$ cat config.mk
export PLATFORM = sky130hd
export DESIGN_NAME = cache_fill_ctrl
export DESIGN_NICKNAME = d
export VERILOG_FILES = /design/src/rtl/cache_fill_ctrl_pkg.sv /design/src/rtl/cache_stats.sv /design/src/rtl/cache_fill_ctrl.sv
export SDC_FILE = /design/constraint.sdc
export NUM_CORES = 1
export LEC_CHECK = 0
export ABC_AREA = 1
export CORE_MARGIN = 3
export CORE_UTILIZATION = 40
export DETAILED_ROUTE_END_ITERATION = 7
export HOLD_SLACK_MARGIN = 0.1
export PLACE_DENSITY = 0.82
export SKIP_LAST_GASP = 1
export SLEW_MARGIN = 40
export SYNTH_ARGS = -nofsm -noshare
export SYNTH_HDL_FRONTEND = slang
export SYNTH_SLANG_ARGS = --single-unit
$ cat constraint.sdc
create_clock -name clk -period 1.75 [get_ports clk]
set_input_delay 0.35 -clock clk [delete_from_list [all_inputs] [get_ports clk]]
set_output_delay 0.35 -clock clk [all_outputs]
set_load 0.03 [all_outputs]
$ cat src/rtl/cache_fill_ctrl_pkg.sv
// rtl/cache_fill_ctrl_pkg.sv - shared widths, state encoding and line-offset helpers for cache_fill_ctrl
package cache_fill_ctrl_pkg;

    localparam int WORD_SIZE   = 16;
    localparam int LINE_SIZE   = 64;
    localparam int OFFSET_BITS = 2;

    typedef enum logic [2:0] {
        ST_IDLE    = 3'd0,
        ST_RD_REQ  = 3'd1,
        ST_FILL    = 3'd2,
        ST_WR_MEM  = 3'd3,
        ST_WR_DONE = 3'd4
    } fill_state_t;

    // Word address of the first word of the line holding addr.
    function automatic logic [WORD_SIZE-1:0] line_base(input logic [WORD_SIZE-1:0] addr);
        return {addr[WORD_SIZE-1:OFFSET_BITS], {OFFSET_BITS{1'b0}}};
    endfunction

endpackage

$ cat src/rtl/cache_stats.sv
// rtl/cache_stats.sv - read access / hit counter pair, built only when CACHE_STATS_EN is defined
`ifdef CACHE_STATS_EN
module cache_stats (
    input  logic        clk,
    input  logic        reset,
    input  logic        access_inc,
    input  logic        hit_inc,
    output logic [15:0] stat_access,
    output logic [15:0] stat_hit
);

    // Free-running counters that wrap naturally at 2^16.
    always_ff @(posedge clk) begin
        if (reset) begin
            stat_access <= 16'd0;
            stat_hit    <= 16'd0;
        end else begin
            if (access_inc) begin
                stat_access <= stat_access + 16'd1;
            end
            if (hit_inc) begin
                stat_hit <= stat_hit + 16'd1;
            end
        end
    end

endmodule
`endif

$ cat src/rtl/cache_fill_ctrl.sv
// rtl/cache_fill_ctrl.sv - read-miss line fill and write-through controller; CACHE_STATS_EN adds access/hit counters
module cache_fill_ctrl #(
    parameter int WORD_SIZE = cache_fill_ctrl_pkg::WORD_SIZE,
    parameter int LINE_SIZE = cache_fill_ctrl_pkg::LINE_SIZE
) (
    input  logic                 clk,
    input  logic                 reset,
    input  logic                 cpu_read,
    input  logic                 cpu_write,
    input  logic [WORD_SIZE-1:0] cpu_addr,
    input  logic [WORD_SIZE-1:0] cpu_wdata,
    output logic                 cpu_stall,
    input  logic                 cache_hit,
    output logic [WORD_SIZE-1:0] cache_addr,
    output logic [LINE_SIZE-1:0] cache_line,
    output logic                 cache_readC,
    output logic                 cache_writeC,
    output logic                 cache_writeCword,
    output logic                 mem_req,
    output logic                 mem_we,
    output logic [WORD_SIZE-1:0] mem_addr,
    output logic [WORD_SIZE-1:0] mem_wdata,
`ifdef CACHE_STATS_EN
    output logic [15:0]          stat_access,
    output logic [15:0]          stat_hit,
`endif
    input  logic [LINE_SIZE-1:0] mem_rdata,
    input  logic                 mem_ack
);

    import cache_fill_ctrl_pkg::*;

    fill_state_t          state;
    logic [WORD_SIZE-1:0] req_addr;
    logic                 hit_at_entry;

    // Controller FSM; every memory and cache strobe is registered here.
    always_ff @(posedge clk) begin
        if (reset) begin
            state            <= ST_IDLE;
            req_addr         <= '0;
            hit_at_entry     <= 1'b0;
            mem_req          <= 1'b0;
            mem_we           <= 1'b0;
            mem_addr         <= '0;
            mem_wdata        <= '0;
            cache_line       <= '0;
            cache_writeC     <= 1'b0;
            cache_writeCword <= 1'b0;
        end else begin
            cache_writeC     <= 1'b0;
            cache_writeCword <= 1'b0;
            case (state)
                ST_IDLE: begin
                    if (cpu_write) begin
                        // A store takes priority; a read presented alongside it is dropped.
                        req_addr     <= cpu_addr;
                        hit_at_entry <= cache_hit;
                        mem_req      <= 1'b1;
                        mem_we       <= 1'b1;
                        mem_addr     <= cpu_addr;
                        mem_wdata    <= cpu_wdata;
                        state        <= ST_WR_MEM;
                    end else if (cpu_read && !cache_hit) begin
                        req_addr <= line_base(cpu_addr);
                        mem_req  <= 1'b1;
                        mem_we   <= 1'b0;
                        mem_addr <= line_base(cpu_addr);
                        state    <= ST_RD_REQ;
                    end
                end
                ST_RD_REQ: begin
                    if (mem_ack) begin
                        // The outgoing line register doubles as the fill buffer.
                        mem_req      <= 1'b0;
                        cache_line   <= mem_rdata;
                        cache_writeC <= 1'b1;
                        state        <= ST_FILL;
                    end
                end
                ST_FILL: begin
                    state <= ST_IDLE;
                end
                ST_WR_MEM: begin
                    if (mem_ack) begin
                        mem_req <= 1'b0;
                        mem_we  <= 1'b0;
                        if (hit_at_entry) begin
                            cache_writeC     <= 1'b1;
                            cache_writeCword <= 1'b1;
                            cache_line       <= {mem_wdata, {(LINE_SIZE-WORD_SIZE){1'b0}}};
                        end
                        state <= ST_WR_DONE;
                    end
                end
                ST_WR_DONE: begin
                    state <= ST_IDLE;
                end
                default: begin
                    state <= ST_IDLE;
                end
            endcase
        end
    end

    // Lookup address, lookup enable and stall follow the live CPU request while idle.
    always_comb begin
        cache_addr  = req_addr;
        cache_readC = 1'b0;
        cpu_stall   = 1'b1;
        case (state)
            ST_IDLE: begin
                cache_addr  = cpu_addr;
                cache_readC = cpu_read;
                cpu_stall   = cpu_write | (cpu_read & ~cache_hit);
            end
            ST_WR_DONE: begin
                cpu_stall = 1'b0;
            end
            default: begin
                cpu_stall = 1'b1;
            end
        endcase
    end

`ifdef CACHE_STATS_EN
    logic replay;
    logic idle_read;
    logic access_inc;
    logic hit_inc;

    // Remembers that the next idle read is the replay after a fill so it is not counted.
    always_ff @(posedge clk) begin
        if (reset) begin
            replay <= 1'b0;
        end else if (state == ST_IDLE) begin
            replay <= idle_read & ~cache_hit;
        end
    end

    // One access per read at hit or miss detection; replay hits count as neither.
    always_comb begin
        idle_read  = (state == ST_IDLE) & cpu_read & ~cpu_write;
        access_inc = idle_read & (~cache_hit | ~replay);
        hit_inc    = idle_read & cache_hit & ~replay;
    end

    cache_stats u_cache_stats (
        .clk         (clk),
        .reset       (reset),
        .access_inc  (access_inc),
        .hit_inc     (hit_inc),
        .stat_access (stat_access),
        .stat_hit    (stat_hit)
    );
`endif

endmodule

==> results of run 1 <==
## registers in the layout, indices dropped and copies added (netlist names)
name,count
req_addr,16
hit_at_entry,1
state,3
cache_writeC,1
mem_we,1
cache_line,64
mem_wdata,16
mem_req,1
cache_writeCword,1
## what timing repair did
| action | in CTS | in global routing |
|---|---|---|
| pin swaps | 2 | 3 |
| setup buffers | 7 | 3 |
| cloned | 2 | 0 |
| gates resized for setup | 85 | 63 |
| hold buffers | 0 | 0 |
| endpoints found under the setup margin | 69 | 65 |
## layer usage
metal	part of all wire (%)	vias to the layer above	global-route usage (%)
met5	0	-	0
met4	2.4	0	7.57
met3	6.1	26	4.52
met2	52	145	37.7
met1	39	2012	24.9
li1	-	2235	-
## final cells by class
class	instances	area, sq um	area share, %
Multi-Input combinational cell	326	1660	23.7
Clock buffer	11	151	2.16
Inverter	105	399	5.69
Clock inverter	4	52.6	0.750
Timing Repair Buffer	245	2490	35.5
Tap cell	136	170	2.43
Sequential cell	104	2090	29.8
## critical path, delay by kind of cell (launching register included)
| family | cells | cell delay [ps] |
|---|---|---|
| buffers and inverters | 3 | 400 |
| DFF | 1 | 360 |
| and+or+nand+nor | 3 | 270 |
| AOI/OAI and AO/OA | 1 | 80 |
## cells in the final DEF (no fill, tap or decap)
| master | Yosys | layout |
|---|---|---|
| o21ai_1 | 5 | 11 |
| nand4_2 | 1 | 1 |
| buf_6 | 4 | 11 |
| dfxtp_4 | 0 | 2 |
| clkbuf_8 | 0 | 11 |
| buf_12 | 0 | 4 |
| clkdlybuf4s50_1 | 0 | 104 |
| dlymetal6s2s_1 | 0 | 47 |
| nor2_4 | 1 | 3 |
| nor2_2 | 1 | 1 |
| nor4_1 | 1 | 1 |
| o21ai_2 | 10 | 16 |
| nand2_2 | 2 | 11 |
| bufinv_16 | 0 | 1 |
| nand3_1 | 50 | 50 |
| nand2_1 | 80 | 70 |
| o21ai_0 | 96 | 84 |
| inv_6 | 0 | 1 |
| a21oi_1 | 39 | 39 |
| nor3_1 | 1 | 1 |
| nor2_8 | 1 | 1 |
| nor2_1 | 34 | 32 |
| buf_4 | 5 | 28 |
| buf_2 | 18 | 1 |
| dlygate4sd2_1 | 0 | 50 |
| clkinv_4 | 0 | 1 |
| clkinv_2 | 0 | 1 |
| dfxtp_1 | 104 | 101 |
| nand2_4 | 2 | 3 |
| dfxtp_2 | 0 | 1 |
| inv_1 | 102 | 102 |
| inv_4 | 0 | 2 |
| o211ai_1 | 1 | 1 |
| inv_2 | 3 | 1 |
| o211ai_4 | 1 | 1 |
## final timing paths
check / depth (start not counted) / slack [ps] / endpoint / startpoint
setup / recovery: 7 / -50 / cache_addr[12] / state[0]
hold / removal: 2 / 470 / mem_wdata[15] / mem_wdata[15]
setup reg to reg: 8 / 240 / req_addr[6] / state[0]
hold reg to reg: 2 / 470 / mem_wdata[15] / mem_wdata[15]
## where the power goes
| part | leakage [nW] | switching, mW | internal, mW | total (mW) |
|---|---|---|---|---|
| clock network | 0.106 | 0.802 | 0.739 | 1.54 |
| logic | 3.02 | 1.21 | 0.841 | 2.06 |
| registers | 0.853 | 0.0980 | 2.56 | 2.66 |
## synth_stat cells, types with 2 or more instances
library cell / number / area [sq um]
dfxtp_1: 104 / 2080
inv_1: 102 / 383
o21ai_0: 96 / 480
nand2_1: 80 / 300
nand3_1: 50 / 250
a21oi_1: 39 / 195
nor2_1: 34 / 128
buf_2: 18 / 90.1
o21ai_2: 10 / 87.6
clkbuf_1: 8 / 30.0
buf_4: 5 / 37.5
o21ai_1: 5 / 25.0
buf_6: 4 / 45.0
inv_2: 3 / 11.3
nand2_2: 2 / 12.5
nand2_4: 2 / 22.5
## per-stage QoR
| step | std cells | util (%) | TNS, ps |
|---|---|---|---|
| floorplan | 571 | - | -1520 |
| global placement | 904 | 63.1 | -552 |
| detailed placement | 904 | 63.1 | -1260 |
| CTS | 928 | 65.8 | -1660 |
| global route | 931 | 67.6 | -1750 |
| finish | 931 | 67.6 | -409 |
## cell families after synthesis
family	count (synthesis)
AO/OA/AOI/OAI	152
flip-flops	104
AND/OR/NAND/NOR	174
buffers and inverters	141
==> flow_summary.json, run 1 <==
{
  "outcome": "finished with violations",
  "failed_checks": "setup timing",
  "viasPerCell": 4.75,
  "cpPeakStageDelay_ps": 360,
  "min_path_type": "flip-flop to flip-flop",
  "rows": 37,
  "synthMuxAreaShare_pct": 0,
  "initial_core_util_pct": 41.2,
  "cts_buffers": 9,
  "ir_drop_v": 0.000637,
  "cts_htree_levels": 3,
  "wl_per_cell_um": 14.1,
  "power.total_mw": 6.25,
  "clock_latency_ps": 350,
  "max_clock_freq_ghz": 0.555,
  "dp.final_hpwl_um": 9420,
  "crit_chain": "inv_4 > nand2_4 > nor2_8 > buf_6 > nand2_1 > o21ai_1 > buf_4",
  "place_ws_ps": -143,
  "ys_warn_count": 0,
  "grt_antenna_before_repair": 0,
  "finalHoldViolCount": 0,
  "synth-compound-area-share_pct": 19.1,
  "drc": 0,
  "postPlaceCellArea_sq_um": 6540,
  "worstSetupPathType": "flip-flop to output port",
  "ys_types": 25,
  "dr_total_vias": 4418,
  "synth_top_family_by_area": "compound AO/OA/AOI/OAI gates",
  "rsz0062_at_grt": "yes",
  "nFillCells": 880,
  "die_w_um": 109,
  "synth_seq_area_share_pct": 48.7,
  "tightest_slew_ps": 381,
  "syn2layout_area_growth_pct": 64.0,
  "port_buffers": 219,
  "io_pins": 220,
  "max_slew_margin_pct": 74.5,
  "async_flop_share_pct": 0,
  "whs_ps": 468,
  "gp_congestion": 0.784,
  "arrival_ps": 1450,
  "startpoint_type": "flip-flop",
  "clock_path_buffers": 2,
  "critPathRequiredTime_ps": 1400,
  "fin_crit_sh_pct": 103,
  "ys_seq_elements": 104,
  "syn_area_per_cell_sq_um": 7.49,
  "cap_violations": 0,
  "final_nets": 893,
  "drtPass1Iterations": 4,
  "clock_skew_ps": 12.0,
  "syn_inst": 571,
  "synth-adder-area-share_pct": 0,
  "fin_crit_ps": 1800,
  "dieArea_sq_um": 12000,
  "synth-simple-area-share_pct": 18.1,
  "drtIter0Drc": 228,
  "grt_usage_pct": 21.1,
  "drv_slew": 0,
  "grt_pass1_wl_um": 20200,
  "p_leak_nw": 3.98,
  "grt-ovfl-total": 0,
  "syn_nets": 673,
  "crit_fanout": 8,
  "synth_xor_area_share_pct": 0,
  "cts_tree": "yes",
  "cp-end-kind": "output port",
  "n_antenna_cell": 0,
  "grt_max_degree": 55,
  "drive_above_1_share_pct": 12.8,
  "wirelength_um": 13200,
  "clock_sinks": 104,
  "drtAntennaViolNets": 0,
  "fp.coreArea_sq_um": 10400,
  "synth_edf_count": 0,
  "design_area_sq_um": 7010,
  "cts_root_buf": "clkbuf_8",
  "fin_ws_ps": -52.2,
  "grt_pass1_vias": 4257,
  "power_density_nw_per_um2": 892,
  "clk_pin_slew_ps": 90,
  "setup_violations": 15,
  "synth_area_sq_um": 4270,
  "cpMaxStageDelayCell": "dfxtp_4",
  "die_y_um": 109,
  "ys.flop_type": "dfxtp_1"
}
Note: power is estimated with default switching activity, not from simulation.
==> run 2: changes to the inputs <==
--- a/config.mk
+++ b/config.mk
@@ -11,6 +11,8 @@
 export DETAILED_ROUTE_END_ITERATION = 7
 export HOLD_SLACK_MARGIN = 0.1
 export PLACE_DENSITY = 0.82
+export RECOVER_POWER = 50
+export SKIP_CTS_REPAIR_TIMING = 1
 export SKIP_LAST_GASP = 1
 export SLEW_MARGIN = 40
 export SYNTH_ARGS = -nofsm -noshare
==> run 2 against run 1 <==
  * The flow still finishes with violations (setup timing)
  * Sequential power barely moved
  * Sequential cell count unchanged
  * Wire length increased by 2.6%
  * Highest routed layer unchanged
  * Count of clock-buffer cells in the layout unchanged
  * Fmax down 3.2%
  * Largest cell class unchanged
  * Register-to-register slack got worse by 100 ps
==> flow_summary.json, run 2 (synthesis results as in run 1) <==
{
  "outcome": "finished with violations",
  "failed_checks": "setup timing",
  "drtAntennaViolNets": 0,
  "design_area_sq_um": 7210,
  "grt_antenna_before_repair": 0,
  "tightest_slew_ps": 387,
  "nFillCells": 818,
  "p_seq_share_pct": 41.9,
  "grt_pass1_wl_um": 19600,
  "wl_per_cell_um": 14.5,
  "max_clock_freq_ghz": 0.537,
  "die_w_um": 109,
  "place_ws_ps": -143,
  "dp.final_hpwl_um": 9420,
  "fin_crit_ps": 1860,
  "cts_root_buf": "clkbuf_8",
  "ir_drop_v": 0.000651,
  "drtPass1Iterations": 4,
  "worstSetupPathType": "flip-flop to output port",
  "gp_congestion": 0.784,
  "drtIter0Drc": 242,
  "drc": 0,
  "viasPerCell": 4.80,
  "startpoint_type": "flip-flop",
  "io_pins": 220,
  "worstReg2RegEnd": "state[1]",
  "cts_buffers": 9,
  "fin_crit_sh_pct": 106,
  "hold_depth": 2,
  "rsz0062_at_grt": "yes",
  "internal_power_mw": 4.21,
  "cp-end-kind": "output port",
  "wirelength_um": 13500,
  "reg2reg_depth": 9,
  "hold_end": "mem_wdata[15]",
  "dieArea_sq_um": 12000,
  "cts_tree": "yes",
  "dr_wl_met2_um": 7150,
  "multi_input_area_sq_um": 1660,
  "finalHoldViolCount": 0,
  "fp.coreArea_sq_um": 10400,
  "arrival_ps": 1510,
  "largest_register": "cache_line",
  "hold_start": "mem_wdata[15]",
  "initial_core_util_pct": 41.2,
  "clk_pin_slew_ps": 90,
  "clock_skew_ps": 12.1,
  "dr_total_vias": 4468,
  "final_cell_mix": "clkdlybuf4s50_1, inv_1, dfxtp_1",
  "cap_violations": 0,
  "grt_pass1_vias": 4164,
  "port_buffers": 219,
  "fin_ws_ps": -111,
  "critPathRequiredTime_ps": 1400,
  "rows": 37,
  "final_nets": 893,
  "crit_fanout": 7,
  "p_leak_nw": 4.62,
  "power_density_nw_per_um2": 881,
  "wl_met3_um": 854,
  "final_common_cell": "clkdlybuf4s50_1",
  "share_comb_of_total_power_pct": 33.7,
  "p_sw_mw": 2.14,
  "n_antenna_cell": 0,
  "p_clk_share_pct": 24.3,
  "min_path_type": "flip-flop to flip-flop",
  "routed.top_layer": "met4",
  "drv_slew": 0,
  "clock_sinks": 104,
  "grt-ovfl-total": 0,
  "drive_above_1_share_pct": 12.1,
  "syn2layout_area_growth_pct": 68.6,
  "grt_max_degree": 55,
  "die_y_um": 109,
  "clock_path_buffers": 2,
  "timing.rr.start": "state[1]",
  "max_slew_margin_pct": 74.2,
  "cts_htree_levels": 3,
  "setup_violations": 17,
  "grt_usage_pct": 20.5,
  "setup.worst_path.start": "state[1]",
  "p_sw_share_pct": 33.7,
  "largest_register_ffs": 64,
  "met1Wirelength_um": 5240,
  "seqCellArea_sq_um": 2090,
  "ff2ff_setup_slack_ps": 140,
  "largestRegisters": "cache_line x64, mem_wdata x16, req_addr x16",
  "postPlaceCellArea_sq_um": 6540,
  "whs_ps": 465,
  "clock_latency_ps": 360,
  "final_util_pct": 69.5
}
[run 2: how the worst max path moves through the flow]
stage	end	slack [ps]
3_5_place_dp	req_addr[6]	-140
2_1_floorplan	cache_addr[15]	-120
5_1_grt	cache_addr[14]	-180
4_1_cts	cache_addr[5]	-340
3_3_place_gp	req_addr[10]	-40
6_report	cache_addr[12]	-110
[run 2: area by class of cell]
cell class	count	share of cell area (%)
clock buffer	11	2.10
clock inverter	4	0.729
inverter	105	5.54
sequential	104	29.0
tap	136	2.36
timing repair buffer	244	37.3
multi-input combinational	327	23.0
[run 2: worst max-delay path, cell delays in order (launching register included)]
cell and delay (ps):
dfxtp_4 370, inv_4 80, nand2_8 60, nor2_8 180, buf_6 150, nand2_1 50, o21ai_1 80, buf_4 180
[run 2: power by group through the flow]
| stage | Combinational [mW] | Sequential, mW | Clock [mW] |
|---|---|---|---|
| 5_1_grt | 2.28 | 2.69 | 1.68 |
| 2_1_floorplan | 0.728 | 3.07 | 0 |
| 4_1_cts | 1.96 | 2.67 | 1.59 |
| 3_3_place_gp | 1.91 | 2.71 | 0 |
| 6_report | 2.14 | 2.66 | 1.54 |
| 3_5_place_dp | 1.96 | 2.72 | 0 |
[run 2: routing by layer]
metal / GRT usage (%) / up-vias
met5: 0 / -
met4: 7.30 / 0
met3: 4.52 / 20
met2: 36.0 / 147
met1: 24.7 / 2065
li1: - / 2236
[run 2: through the flow]
stage	cells	power (mW)	setup TNS (ps)
floorplan	571	3.80	-1520
global placement	904	4.62	-552
detailed placement	904	4.68	-1260
CTS	919	6.22	-4830
global route	931	6.65	-2560
finish	931	6.35	-1240
